<file path="src/rtl/ahbl_to_axi_bridge.sv">
// AHB-Lite slave to AXI master bridge.
// Each accepted AHB-Lite transfer becomes one single-beat AXI transaction on a
// 64-bit data bus. Transfers are non-posted: HREADYOUT stays low until the AXI
// response has come back. All outputs come straight from flops.
module ahbl_to_axi_bridge #(
    parameter int unsigned ID_WIDTH = 6
) (
    input  logic                HCLK,
    input  logic                HRESET,

    // AHB-Lite slave side
    input  logic                HSEL,
    input  logic [31:0]         HADDR,
    input  logic [1:0]          HTRANS,
    input  logic                HWRITE,
    input  logic [2:0]          HSIZE,
    input  logic [31:0]         HWDATA,
    input  logic                HREADY,
    output logic                HREADYOUT,
    output logic                HRESP,
    output logic [31:0]         HRDATA,

    // AXI write address channel
    output logic [31:0]         AWADDR,
    output logic [2:0]          AWSIZE,
    output logic [ID_WIDTH-1:0] AWID,
    output logic [3:0]          AWLEN,
    output logic [1:0]          AWBURST,
    output logic                AWVALID,
    input  logic                AWREADY,

    // AXI write data channel
    output logic [63:0]         WDATA,
    output logic [7:0]          WSTRB,
    output logic                WLAST,
    output logic                WVALID,
    input  logic                WREADY,

    // AXI write response channel
    input  logic [1:0]          BRESP,
    input  logic                BVALID,
    output logic                BREADY,

    // AXI read address channel
    output logic [31:0]         ARADDR,
    output logic [2:0]          ARSIZE,
    output logic [ID_WIDTH-1:0] ARID,
    output logic [3:0]          ARLEN,
    output logic [1:0]          ARBURST,
    output logic                ARVALID,
    input  logic                ARREADY,

    // AXI read data channel
    input  logic [63:0]         RDATA,
    input  logic [1:0]          RRESP,
    input  logic                RLAST,
    input  logic                RVALID,
    output logic                RREADY
);

    typedef enum logic [2:0] {
        StIdle,
        StWrData,
        StWrReq,
        StWrResp,
        StRdReq,
        StRdResp,
        StErr1,
        StErr2
    } state_e;

    state_e      state_q, state_d;
    logic [31:0] addr_q, addr_d;
    logic [2:0]  size_q, size_d;
    logic [31:0] wdata_q, wdata_d;
    logic [7:0]  wstrb_q, wstrb_d;
    logic [31:0] hrdata_q, hrdata_d;
    logic        hreadyout_q, hreadyout_d;
    logic        hresp_q, hresp_d;
    logic        awvalid_q, awvalid_d;
    logic        wvalid_q, wvalid_d;
    logic        arvalid_q, arvalid_d;
    logic        bready_q, bready_d;
    logic        rready_q, rready_d;

    logic        accept;
    logic [7:0]  strb_calc;

    // Single-beat transactions: the last flag and the low response bits carry
    // nothing the bridge acts on, and HTRANS[0] only separates SEQ from NONSEQ.
    logic        unused_inputs;
    assign unused_inputs = ^{RLAST, BRESP[0], RRESP[0], HTRANS[0]};

    // A new transfer is taken only when this slave is selected, the transfer is
    // NONSEQ/SEQ and the bus is not stalled by a previous data phase.
    assign accept = HSEL & HTRANS[1] & HREADY;

    // Byte lanes on the 64-bit bus for the captured address and size.
    always_comb begin
        strb_calc = 8'h00;
        case (size_q)
            3'd0:    strb_calc = 8'b0000_0001 << addr_q[2:0];
            3'd1:    strb_calc = 8'b0000_0011 << {addr_q[2:1], 1'b0};
            3'd2:    strb_calc = 8'b0000_1111 << {addr_q[2], 2'b00};
            default: strb_calc = 8'h00;
        endcase
    end

    // Next-state and next-output logic for the transfer sequencer.
    always_comb begin
        state_d   = state_q;
        addr_d    = addr_q;
        size_d    = size_q;
        wdata_d   = wdata_q;
        wstrb_d   = wstrb_q;
        hrdata_d  = hrdata_q;
        awvalid_d = 1'b0;
        wvalid_d  = 1'b0;

        case (state_q)
            // ERR2 already shows HREADYOUT=1, so it takes new transfers like IDLE.
            StIdle, StErr2: begin
                if (accept) begin
                    addr_d = HADDR;
                    size_d = HSIZE;
                    if (HSIZE >= 3'd3) begin
                        state_d = StErr1;
                    end else if (HWRITE) begin
                        state_d = StWrData;
                    end else begin
                        state_d = StRdReq;
                    end
                end else begin
                    state_d = StIdle;
                end
            end

            StWrData: begin
                wdata_d   = HWDATA;
                wstrb_d   = strb_calc;
                awvalid_d = 1'b1;
                wvalid_d  = 1'b1;
                state_d   = StWrReq;
            end

            // AW and W retire independently; move on once neither is pending.
            StWrReq: begin
                awvalid_d = awvalid_q & ~AWREADY;
                wvalid_d  = wvalid_q & ~WREADY;
                if (!awvalid_d && !wvalid_d) begin
                    state_d = StWrResp;
                end
            end

            StWrResp: begin
                if (BVALID) begin
                    state_d = BRESP[1] ? StErr1 : StIdle;
                end
            end

            StRdReq: begin
                if (ARREADY) begin
                    state_d = StRdResp;
                end
            end

            StRdResp: begin
                if (RVALID) begin
                    hrdata_d = addr_q[2] ? RDATA[63:32] : RDATA[31:0];
                    state_d  = RRESP[1] ? StErr1 : StIdle;
                end
            end

            StErr1: begin
                state_d = StErr2;
            end

            default: begin
                state_d = StIdle;
            end
        endcase

        // Remaining outputs are a pure function of the state being entered, so
        // registering them makes them line up with that state.
        hreadyout_d = (state_d == StIdle) || (state_d == StErr2);
        hresp_d     = (state_d == StErr1) || (state_d == StErr2);
        arvalid_d   = (state_d == StRdReq);
        bready_d    = (state_d == StWrResp);
        rready_d    = (state_d == StRdResp);
    end

    // State and registered outputs; reset abandons any AXI transaction in flight.
    always_ff @(posedge HCLK or posedge HRESET) begin
        if (HRESET) begin
            state_q     <= StIdle;
            addr_q      <= 32'h0;
            size_q      <= 3'd0;
            wdata_q     <= 32'h0;
            wstrb_q     <= 8'h00;
            hrdata_q    <= 32'h0;
            hreadyout_q <= 1'b1;
            hresp_q     <= 1'b0;
            awvalid_q   <= 1'b0;
            wvalid_q    <= 1'b0;
            arvalid_q   <= 1'b0;
            bready_q    <= 1'b0;
            rready_q    <= 1'b0;
        end else begin
            state_q     <= state_d;
            addr_q      <= addr_d;
            size_q      <= size_d;
            wdata_q     <= wdata_d;
            wstrb_q     <= wstrb_d;
            hrdata_q    <= hrdata_d;
            hreadyout_q <= hreadyout_d;
            hresp_q     <= hresp_d;
            awvalid_q   <= awvalid_d;
            wvalid_q    <= wvalid_d;
            arvalid_q   <= arvalid_d;
            bready_q    <= bready_d;
            rready_q    <= rready_d;
        end
    end

    assign HREADYOUT = hreadyout_q;
    assign HRESP     = hresp_q;
    assign HRDATA    = hrdata_q;

    assign AWADDR    = addr_q;
    assign AWSIZE    = size_q;
    assign AWID      = '0;
    assign AWLEN     = 4'd0;
    assign AWBURST   = 2'b01;
    assign AWVALID   = awvalid_q;

    // 32-bit data is replicated on both halves; WSTRB selects the live lanes.
    assign WDATA     = {wdata_q, wdata_q};
    assign WSTRB     = wstrb_q;
    assign WLAST     = 1'b1;
    assign WVALID    = wvalid_q;

    assign BREADY    = bready_q;

    assign ARADDR    = addr_q;
    assign ARSIZE    = size_q;
    assign ARID      = '0;
    assign ARLEN     = 4'd0;
    assign ARBURST   = 2'b01;
    assign ARVALID   = arvalid_q;

    assign RREADY    = rready_q;

endmodule
</file>
<file path="config.mk">
export PLATFORM = sky130hd
export DESIGN_NAME = ahbl_to_axi_bridge
export DESIGN_NICKNAME = d
export VERILOG_FILES = /design/src/rtl/ahbl_to_axi_bridge.sv
export SDC_FILE = /design/constraint.sdc
export NUM_CORES = 1
export LEC_CHECK = 0
export BUFFER_PORTS_ARGS = -buffer_cell sky130_fd_sc_hd__buf_2
export CORE_AREA = 2 2 139 141
export DETAILED_ROUTE_END_ITERATION = 6
export DIE_AREA = 0 0 141 143
export GPL_ROUTABILITY_DRIVEN = 0
export GPL_TIMING_DRIVEN = 0
export PLACE_DENSITY = 0.69
export SYNTH_ARGS = -nofsm -noshare
export SYNTH_HDL_FRONTEND = slang
export SYNTH_SLANG_ARGS = --single-unit
</file>
<file path="constraint.sdc">
create_clock -name HCLK -period 4.5 [get_ports HCLK]
set_input_delay 0.45 -clock HCLK [delete_from_list [all_inputs] [get_ports HCLK]]
set_output_delay 0.45 -clock HCLK [all_outputs]
set_load 0.02 [all_outputs]
</file>
==> After elaboration in Yosys (flattened, before gate mapping) <==
Index checks and enable logic that the tools add are counted.
{ "word_totals": {"latch_bits": 0, "input_bits": 148, "ram_bits": 0, "out_inout_bits": 206, "memories": 0, "wordCells": 62, "register_bits": 117, "mem_bits_ro": 0} }
{ "classes": {"muxes": 14, "n_mul": 0, "n_eq_ne": 14, "bitwise_logic": 6, "reduce_logical": 11, "n_shift": 3, "div_mod_pow": 0, "add_sub_neg": 0, "order_cmp": 1} }
{ "op_table": {"columns": ["cell", "count"], "rows": [
  ["32-bit 2-to-1 mux", 1],
  ["3-bit 2-to-1 mux", 9],
  ["3-bit equality test, second input constant", 8],
  ["8-bit one-hot mux with 3 select lines", 1],
  ["3-bit one-hot mux with 7 select lines", 1],
  ["3-bit by 2-bit equality test with 1-bit output, second input constant", 4],
  ["3-bit zero test", 3],
  ["1-bit by 3-bit left shift with 8-bit output, first input constant", 1],
  ["2-bit by 3-bit left shift with 8-bit output, first input constant", 1],
  ["4-bit by 3-bit left shift with 8-bit output, first input constant", 1],
  ["3-bit by 1-bit equality test with 1-bit output, second input constant", 2],
  ["1-bit bitwise AND", 4],
  ["1-bit one-hot mux with 2 select lines", 2],
  ["2-bit AND reduction", 2],
  ["3-bit by 2-bit greater-or-equal comparator with 1-bit output, second input constant", 1],
  ["1-bit zero test", 2],
  ["1-bit logical OR", 2],
  ["1-bit NOT", 2],
  ["2-bit OR reduction", 1],
  ["1-bit logical AND", 1]
]} }

==> Depth between registers and ports, before layout <==
Gate-level depths: netlist of run 1.
{ "depth": {"word_depth": 8, "depth_mapped": 7} }

==> Worst setup path after synthesis of run 1 <==
Ideal clock, no wire load.
{ "synth_timing": {"kind": "reg2reg", "startpoint": "register state_q[0]", "endpoint": "register addr_q[0] (netlist: ARADDR[0])", "setup_slack_ps": 2666, "setup_ps": 125, "stages_incl_launch_ff": 6, "t_arrival_ps": 1710, "period_less_slack_ps": 1834, "cell_sequence": "dfrtp_1 -> buf_2 -> or3_4 -> a21oi_4 -> buf_4 -> mux2_2"} }
{ "synth_via": {"elab_chain_cells": 3, "elab_cells_between_ends": 4, "classes_between": "eq/ne (1); reduce/logical (3)"} }
{ "synth_lines": {"columns": ["element", "line_no", "source"], "rows": [
  ["from (decl)", "72", "state_e state_q, state_d;"],
  ["from (signal assigned)", "195", "state_q <= StIdle;"],
  ["from (signal assigned)", "209", "state_q <= state_d;"],
  ["3-bit equality test / 3-bit zero test (equally long branches)", "120", "case (state_q)"],
  ["2-bit OR reduction *", "120", null],
  ["2-bit AND reduction (no line) *", null, null],
  ["to (signal assigned)", "210", "addr_q <= addr_d;"],
  ["to (decl)", "73", "logic [31:0] addr_q, addr_d;"]
]} }
Mark *: on every way between the ends. The rest lies on a longest branch, timed or not.
A chain may end at the register's enable or synchronous reset.

==> Final worst setup path of run 1 <==
{ "layout_timing": {"startpoint": "register state_q[2]", "endpoint": "register addr_q[17] (netlist: ARADDR[17])"} }
Same word-level chain as after synthesis.

==> results.md, run 1 <==
- Post-Syn Area: 5530 µm²
- H-tree Lvls: 4
- Antenna viol nets, final: 0
- Nets: 1048
- Largest family of logic cells by synthesized area: buffers and inverters
- Aggregate global-route resource usage: 0.159
- First-pass GRT wire length: 24.4 mm
- Final Power: 6790 µW
- Die area: 20200 µm²
- Crit path max fanout: 10
- DRT Pass-1 Iters: 4
- Pre-CTS setup slack: 2340 ps
- Post-synthesis compound-gate area fraction: 0.0622
- Final slew viol count: 0
- Core Box Area: 18600 µm²
- EDFF count, synth: 0
- Hold Vio Cnt, Final: 0
- # fillers: 1814
- Count leader, synth: nand2_1
- Die H: 143 µm
- Worst skew pair latency: 410 ps
- Worst VDD drop: 0.283 mV
- RSZ-0062 raised after global routing: no
- Worst Path Required: 4790 ps
- Clock transition at the registers of the reported paths: 60 ps
- Initial DRC count: 117
- Outcome: finished, final reports clean
- Worst reg-to-reg path cell count: 5
- Starting density of the core: 0.298
- Share of flip-flops with an asynchronous set or reset: 1.00
- Final period util: 0.456
- Reg-to-reg slack, setup: 2450 ps
- Root Buffer: clkbuf_16
- Mux cell area share after synthesis: 0.133
- Largest cells by area after synthesis: dfrtp_1 52%, buf_4 13%, nand2_1 9.3%
- Post-Synth XOR/XNOR Area: 0
- PD cells: 822 nW/µm²
- Final worst slack: 2450 ps
- Hold_buf cts: 0
- Kind of critical path: reg -> reg
- Total grt overflow: 0
- Util after Layout: 0.444
- FF-to-FF End: ARADDR[17]
- DR vias/cell: 4.15
- Leakage power: 0.00464 µW
- Reg area: 2930 µm²
- Final worst path period need: 2050 ps
- Antenna violations before repair: 1
- Share of layout cells above drive strength 1: 0.550
- Reg2reg start: state_q[2]
- Area Overhead vs Synth: 49.2%
- TritonCTS clock tree: yes
- Post-synthesis adder-cell area fraction: 0
- Largest net degree at the start of global routing: 83
- Routed WL per cell: 13.9 µm
- Fmax: 488 MHz
- Hold Slack: 30.0 ps
- List of most frequent post-synthesis cells: 137 x nand2_1, 116 x dfrtp_1, 95 x buf_4
- Synth area leader: dfrtp_1
- Slew @ Worst Pin: 671 ps
- Diodes inserted: 0
- Clock buffer count from CTS: 17
- Final HPWL DP: 12.6 mm
- DRC Markers: 0
- I/O Buffers: 324
- Clock Sinks: 117
- Post-Synth Simple-Gate Area: 0.124
- Final setup fails: 0
- Post-CTS Setup Inserts: 0
- CP startpoint kind: flip-flop
- Io pins: 354
- Syn. warnings: 0
- Final WL: 15.9 mm
- Vias in the first global route: 4656
- Yosys top cell area share: 0.525
- CP endpoint kind: flip-flop
- Post-CTS Resized: 0
- #FFs+latches synth: 117
- Max Cap Viol: 0
- Area of the multi-input gates: 1860 µm²
- DR vias: 4759
- Setup Skew: 5.87 ps
- Unique masters post-synth: 33
- Register area share after synthesis: 0.529
- Gate count after technology mapping: 533
- Crit path DAT: 2340 ps
- Worst hold-check path type: in -> async
- Relative slew slack: 0.553
- Ys flop type: dfrtp_1
- Worst-case clock buffer depth: 2
- Post-Syn Area per Cell: 10.4 µm²
- DIE WIDTH: 141 µm
- Num rows: 50
-- cells by family (layout without fill, tap and decap cells) --
group,count (synthesis),count (layout)
AO/OA/AOI/OAI,56,56
buffers and inverters,124,481
multiplexers,69,69
flip-flops,117,117
other,2,25
AND/OR/NAND/NOR,165,165
-- routing by layer --
layer  wire, µm  up-vias  global-route usage  part of all wire
met5         16        -                   0            0.0010
met4        138        2              0.0426            0.0087
met3       1160       10              0.0510             0.073
met2       8280      219               0.289              0.52
met1       6340     2156               0.179              0.40
li1           -     2372                   -                 -
-- per-stage QoR --
| stage | TNS [ps] | std cells | instance area, µm² |
|---|---|---|---|
| floorplan | 0 | 556 | 5620 |
| CTS | 0 | 1147 | 8260 |
| global route | 0 | 1147 | 8260 |
| finish | 0 | 1147 | 8260 |
| global placement | -59530 | 1114 | 7530 |
| detailed placement | 0 | 1115 | 7570 |
-- final cells by class --
cell class / instances / share of cell area
flip-flops and latches: 117 / 0.355
well taps: 234 / 0.0355
inverters: 7 / 0.00379
clock buffers: 20 / 0.0565
clock inverters: 12 / 0.0271
plain buffers: 117 / 0.0973
multi-input cells: 315 / 0.225
repair buffers: 325 / 0.200
-- worst max-delay path by stage --
stage / startpoint / endpoint / slack, ps / depth (start not counted)
5_1_grt: state_q[2] / HREADYOUT / 2310 / 7
3_3_place_gp: HRESET / ARADDR[31] / -520 / 2
6_report: state_q[2] / ARADDR[17] / 2450 / 5
4_1_cts: state_q[2] / ARADDR[17] / 2400 / 5
3_5_place_dp: HSIZE[0] / HREADYOUT / 2340 / 6
2_1_floorplan: HRESET / ARADDR[0] / 950 / 1
-- state kept, by name, indices dropped and copies added, names as in the netlist, 3 cells and up --
name,cells
HRDATA,32
ARADDR,32
WSTRB,8
wdata_q,32
ARSIZE,3
state_q,3
-- worst max-delay path, stage by stage, from the launching register on --
cell,delay (ps)
dfrtp_1,390
buf_2,190
or3_4,360
a21oi_4,360
buf_4,270
mux2_2,360
-- report_power, final --
part	switching [µW]	internal [µW]	total, µW
Sequential	350	1540	1890
Combinational	1950	1370	3330
Clock	487	1080	1570
Total	2790	4000	6790
-- cells in the final DEF, fill, tap and decap left out, drive strengths merged, types with 3 or more instances in the layout --
cell type	count
buf	426
nand2	137
dfrtp	116
o21ai	38
mux2	36
clkbuf	36
mux2i	33
conb	25
nor2	7
inv	7
nor2b	6
a22o	6
bufinv	6
a21oi	6
clkinv	5
nand2b	3
(Power assumes the default switching activity.)
==> inputs of run 2 (changes only) <==
==> config.mk (replaced) <==
export PLATFORM = sky130hd
export DESIGN_NAME = ahbl_to_axi_bridge
export DESIGN_NICKNAME = d
export VERILOG_FILES = /design/src/rtl/ahbl_to_axi_bridge.sv
export SDC_FILE = /design/constraint.sdc
export NUM_CORES = 1
export LEC_CHECK = 0
export ABC_AREA = 1
export BUFFER_PORTS_ARGS = -buffer_cell sky130_fd_sc_hd__buf_2
export CORE_UTILIZATION = 32
export DETAILED_ROUTE_END_ITERATION = 6
export GPL_ROUTABILITY_DRIVEN = 0
export GPL_TIMING_DRIVEN = 0
export PLACE_DENSITY = 0.74
export SYNTH_ARGS = -nofsm -noshare
export SYNTH_HDL_FRONTEND = slang
export SYNTH_SLANG_ARGS = --single-unit
==> constraint.sdc (replaced) <==
create_clock -name HCLK -period 1.8 [get_ports HCLK]
set_input_delay 0.18 -clock HCLK [delete_from_list [all_inputs] [get_ports HCLK]]
set_output_delay 0.18 -clock HCLK [all_outputs]
set_load 0.02 [all_outputs]
==> run 2 against run 1 <==
  * Synthesized cell count up 32%
  * Largest power group unchanged
  * Highest routed layer is now met4
  * Largest cell class is now non-clock buffers
  * Combinational power grew to 2.7 times the previous value
  * Sequential power grew to 2.6 times the previous value
  * Clock power rose by 130%
  * Design area is 11% higher
==> results.md, run 2 <==
- Outcome: finished, final reports clean
- Worst Path Required: 2080 ps
- Area of the multi-input gates: 1980 µm²
- Share of layout cells above drive strength 1: 0.421
- Relative slew slack: 0.614
- DR vias: 6098
- Kind of critical path: reg -> reg
- Max Cap Viol: 0
- Final worst slack: 172 ps
- Post-Syn Area per Cell: 8.25 µm²
- Worst reg-to-reg path cell count: 6
- Post-synthesis adder-cell area fraction: 0
- Final slew viol count: 0
- Count leader, synth: nand2_1
- Post-Syn Area: 5780 µm²
- Gate count after technology mapping: 701
- Worst stage delay on the critical path: 430 ps
- FF-to-FF End: HRDATA[26]
- CP startpoint kind: flip-flop
- Worst-case clock buffer depth: 2
- Share of flip-flops with an asynchronous set or reset: 1.00
- Hold depth: 3
- TritonCTS clock tree: yes
- Post-CTS Setup Inserts: 0
- HP Start: HADDR[7]
- Ys flop type: dfrtp_1
- Register area share after synthesis: 0.506
- # fillers: 1603
- Routed WL per cell: 13.7 µm
- EDFF count, synth: 0
- Clock Sinks: 117
- Largest family of logic cells by synthesized area: simple AND/OR/NAND/NOR gates
- Antenna violations before repair: 0
- Post-Synth Simple-Gate Area: 0.234
- Final setup fails: 0
- Worst hold-check path type: in -> reg
- Nets: 1286
- Die H: 136 µm
- Crit path max fanout: 10
- Slew @ Worst Pin: 580 ps
- First-pass GRT wire length: 28.2 mm
- Largest cells by area after synthesis: dfrtp_1 50%, nand2_1 15%, buf_4 12%
- Hold Slack: 24.3 ps
- Core Box Area: 17500 µm²
- Total grt overflow: 0
- Final WL: 18.8 mm
- DRC Markers: 0
- Crit path DAT: 1910 ps
- Initial DRC count: 326
- Kind of cell adding the most delay to the critical path: buffers and inverters
- Reg-to-reg slack, setup: 170 ps
- Fmax: 614 MHz
- Starting density of the core: 0.331
- Root Buffer: clkbuf_16
- Buf/Inv on CP: 3
- Hold Vio Cnt, Final: 0
- Worst VDD drop: 0.907 mV
- RSZ-0062 raised after global routing: no
- Unique masters post-synth: 21
- CP endpoint kind: flip-flop
- Worst path slowest cell: dfrtp_1
- Largest net degree at the start of global routing: 41
- Setup Skew: 6.66 ps
- Synth area leader: dfrtp_1
- Post-Synth XOR/XNOR Area: 0
- Most common cell after layout, fill and taps aside: buf_2
- Worst setup path startpoint: state_q[1]
- Die area: 18600 µm²
- DR vias/cell: 4.43
- Mux cell area share after synthesis: 0
- Most frequent cells in the layout: 339 x buf_2, 236 x nand2_1, 116 x dfrtp_1, 96 x buf_4, 85 x nor2_1
- #FFs+latches synth: 117
- Syn. warnings: 0
- Hold path endpoint: ARADDR[7]
- Fin Setup TNS: 0 ps
- Reg2reg start: state_q[1]
- PD cells: 1910 nW/µm²
- Yosys top cell area share: 0.502
- DIE WIDTH: 136 µm
- H-tree Lvls: 4
- Diodes inserted: 0
- Clock buffer count from CTS: 17
- Placed Cells: 1276
- I/O Buffers: 324
- Final worst path period need: 1630 ps
- CP cell instances: inv_1 > nand3_1 > buf_2 > clkbuf_1 > o21ai_0 > o41ai_1
- Pre-CTS setup slack: 147 ps
- Io pins: 354
- Final period util: 0.904
- DRT Pass-1 Iters: 6
- Reg area: 2930 µm²
- Num rows: 48
- Vias in the first global route: 5800
- Final HPWL DP: 13.7 mm
- Worst skew pair latency: 400 ps
- Aggregate global-route resource usage: 0.198
- Finished Layout Cells: 1376
- Clock transition at the registers of the reported paths: 60 ps
- List of most frequent post-synthesis cells: 236 x nand2_1, 116 x dfrtp_1, 96 x buf_4
- Post-synthesis compound-gate area fraction: 0.0915
- Antenna viol nets, final: 0
- Area Overhead vs Synth: 58.6%
- Leakage power: 0.00524 µW
==> run 2: cell types whose count changed in the layout (fill, tap and decap cells not counted), sizes merged, moves of 6 or more <==
cell         delta
nand2          +99
nor2           +80
dlygate4sd3    +68
mux2           -36
mux2i          -33
o41ai          +32
inv            +17
buf            +12
nand3          +11
a21oi           -6
a22o            -6
nand4           +6
nor2b           -6
==> run 2: final cells by class <==
| type | count | area share |
|---|---|---|
| well taps | 225 | 0.0307 |
| multi-input cells | 451 | 0.216 |
| repair buffers | 395 | 0.258 |
| plain buffers | 131 | 0.0955 |
| clock inverters | 11 | 0.0190 |
| inverters | 25 | 0.0106 |
| flip-flops and latches | 117 | 0.319 |
| clock buffers | 21 | 0.0513 |
==> run 2: per-stage QoR <==
stage / instance area (µm²) / util / total power [µW]
2_1_floorplan: 5870 / - / 10700
3_3_place_gp: 7780 / 0.445 / 13500
3_5_place_dp: 7840 / 0.448 / 13700
4_1_cts: 9160 / 0.524 / 17500
5_1_grt: 9170 / 0.525 / 18600
6_report: 9170 / 0.525 / 17500
==> run 2: tightest hold or removal path, delay by kind of cell <==
| family | cells | cell delay [ps] |
|---|---|---|
| buffers and inverters | 1 | 80 |
| and+or+nand+nor | 2 | 130 |
==> run 2: worst max path at each step <==
| stage | end | cells past startpoint | slack (ps) |
|---|---|---|---|
| 2_1_floorplan | ARADDR[0] | 1 | 190 |
| 3_3_place_gp | HRDATA[15] | 2 | -670 |
| 3_5_place_dp | HRDATA[18] | 6 | 150 |
| 4_1_cts | HRDATA[18] | 6 | 130 |
| 5_1_grt | HRDATA[24] | 6 | 7 |
| 6_report | HRDATA[26] | 6 | 170 |
==> run 2: logic make-up after synthesis <==
logic type	Yosys count
and+or+nand+nor	346
buffers and inverters	156
DFF	117
AOI/OAI and AO/OA	80
other	2
==> run 2: timing repair <==
item	in CTS	in global routing
resized for setup	0	9
hold endpoints to repair	87	0
setup endpoints to repair	0	4
hold buffers	68	0
==> run 2: per-layer routing <==
metal | track usage | share of wire | vias up
li1 | - | - | 3007
met1 | 0.224 | 0.41 | 2809
met2 | 0.365 | 0.51 | 260
met3 | 0.0474 | 0.063 | 22
met4 | 0.0543 | 0.010 | 0
met5 | 0 | 0 | -
==> run 2: power by group <==
| group | total [µW] | internal, µW | switching [µW] |
|---|---|---|---|
| sequential | 4880 | 3890 | 982 |
| combinational | 8950 | 3440 | 5510 |
| clock | 3650 | 2430 | 1220 |
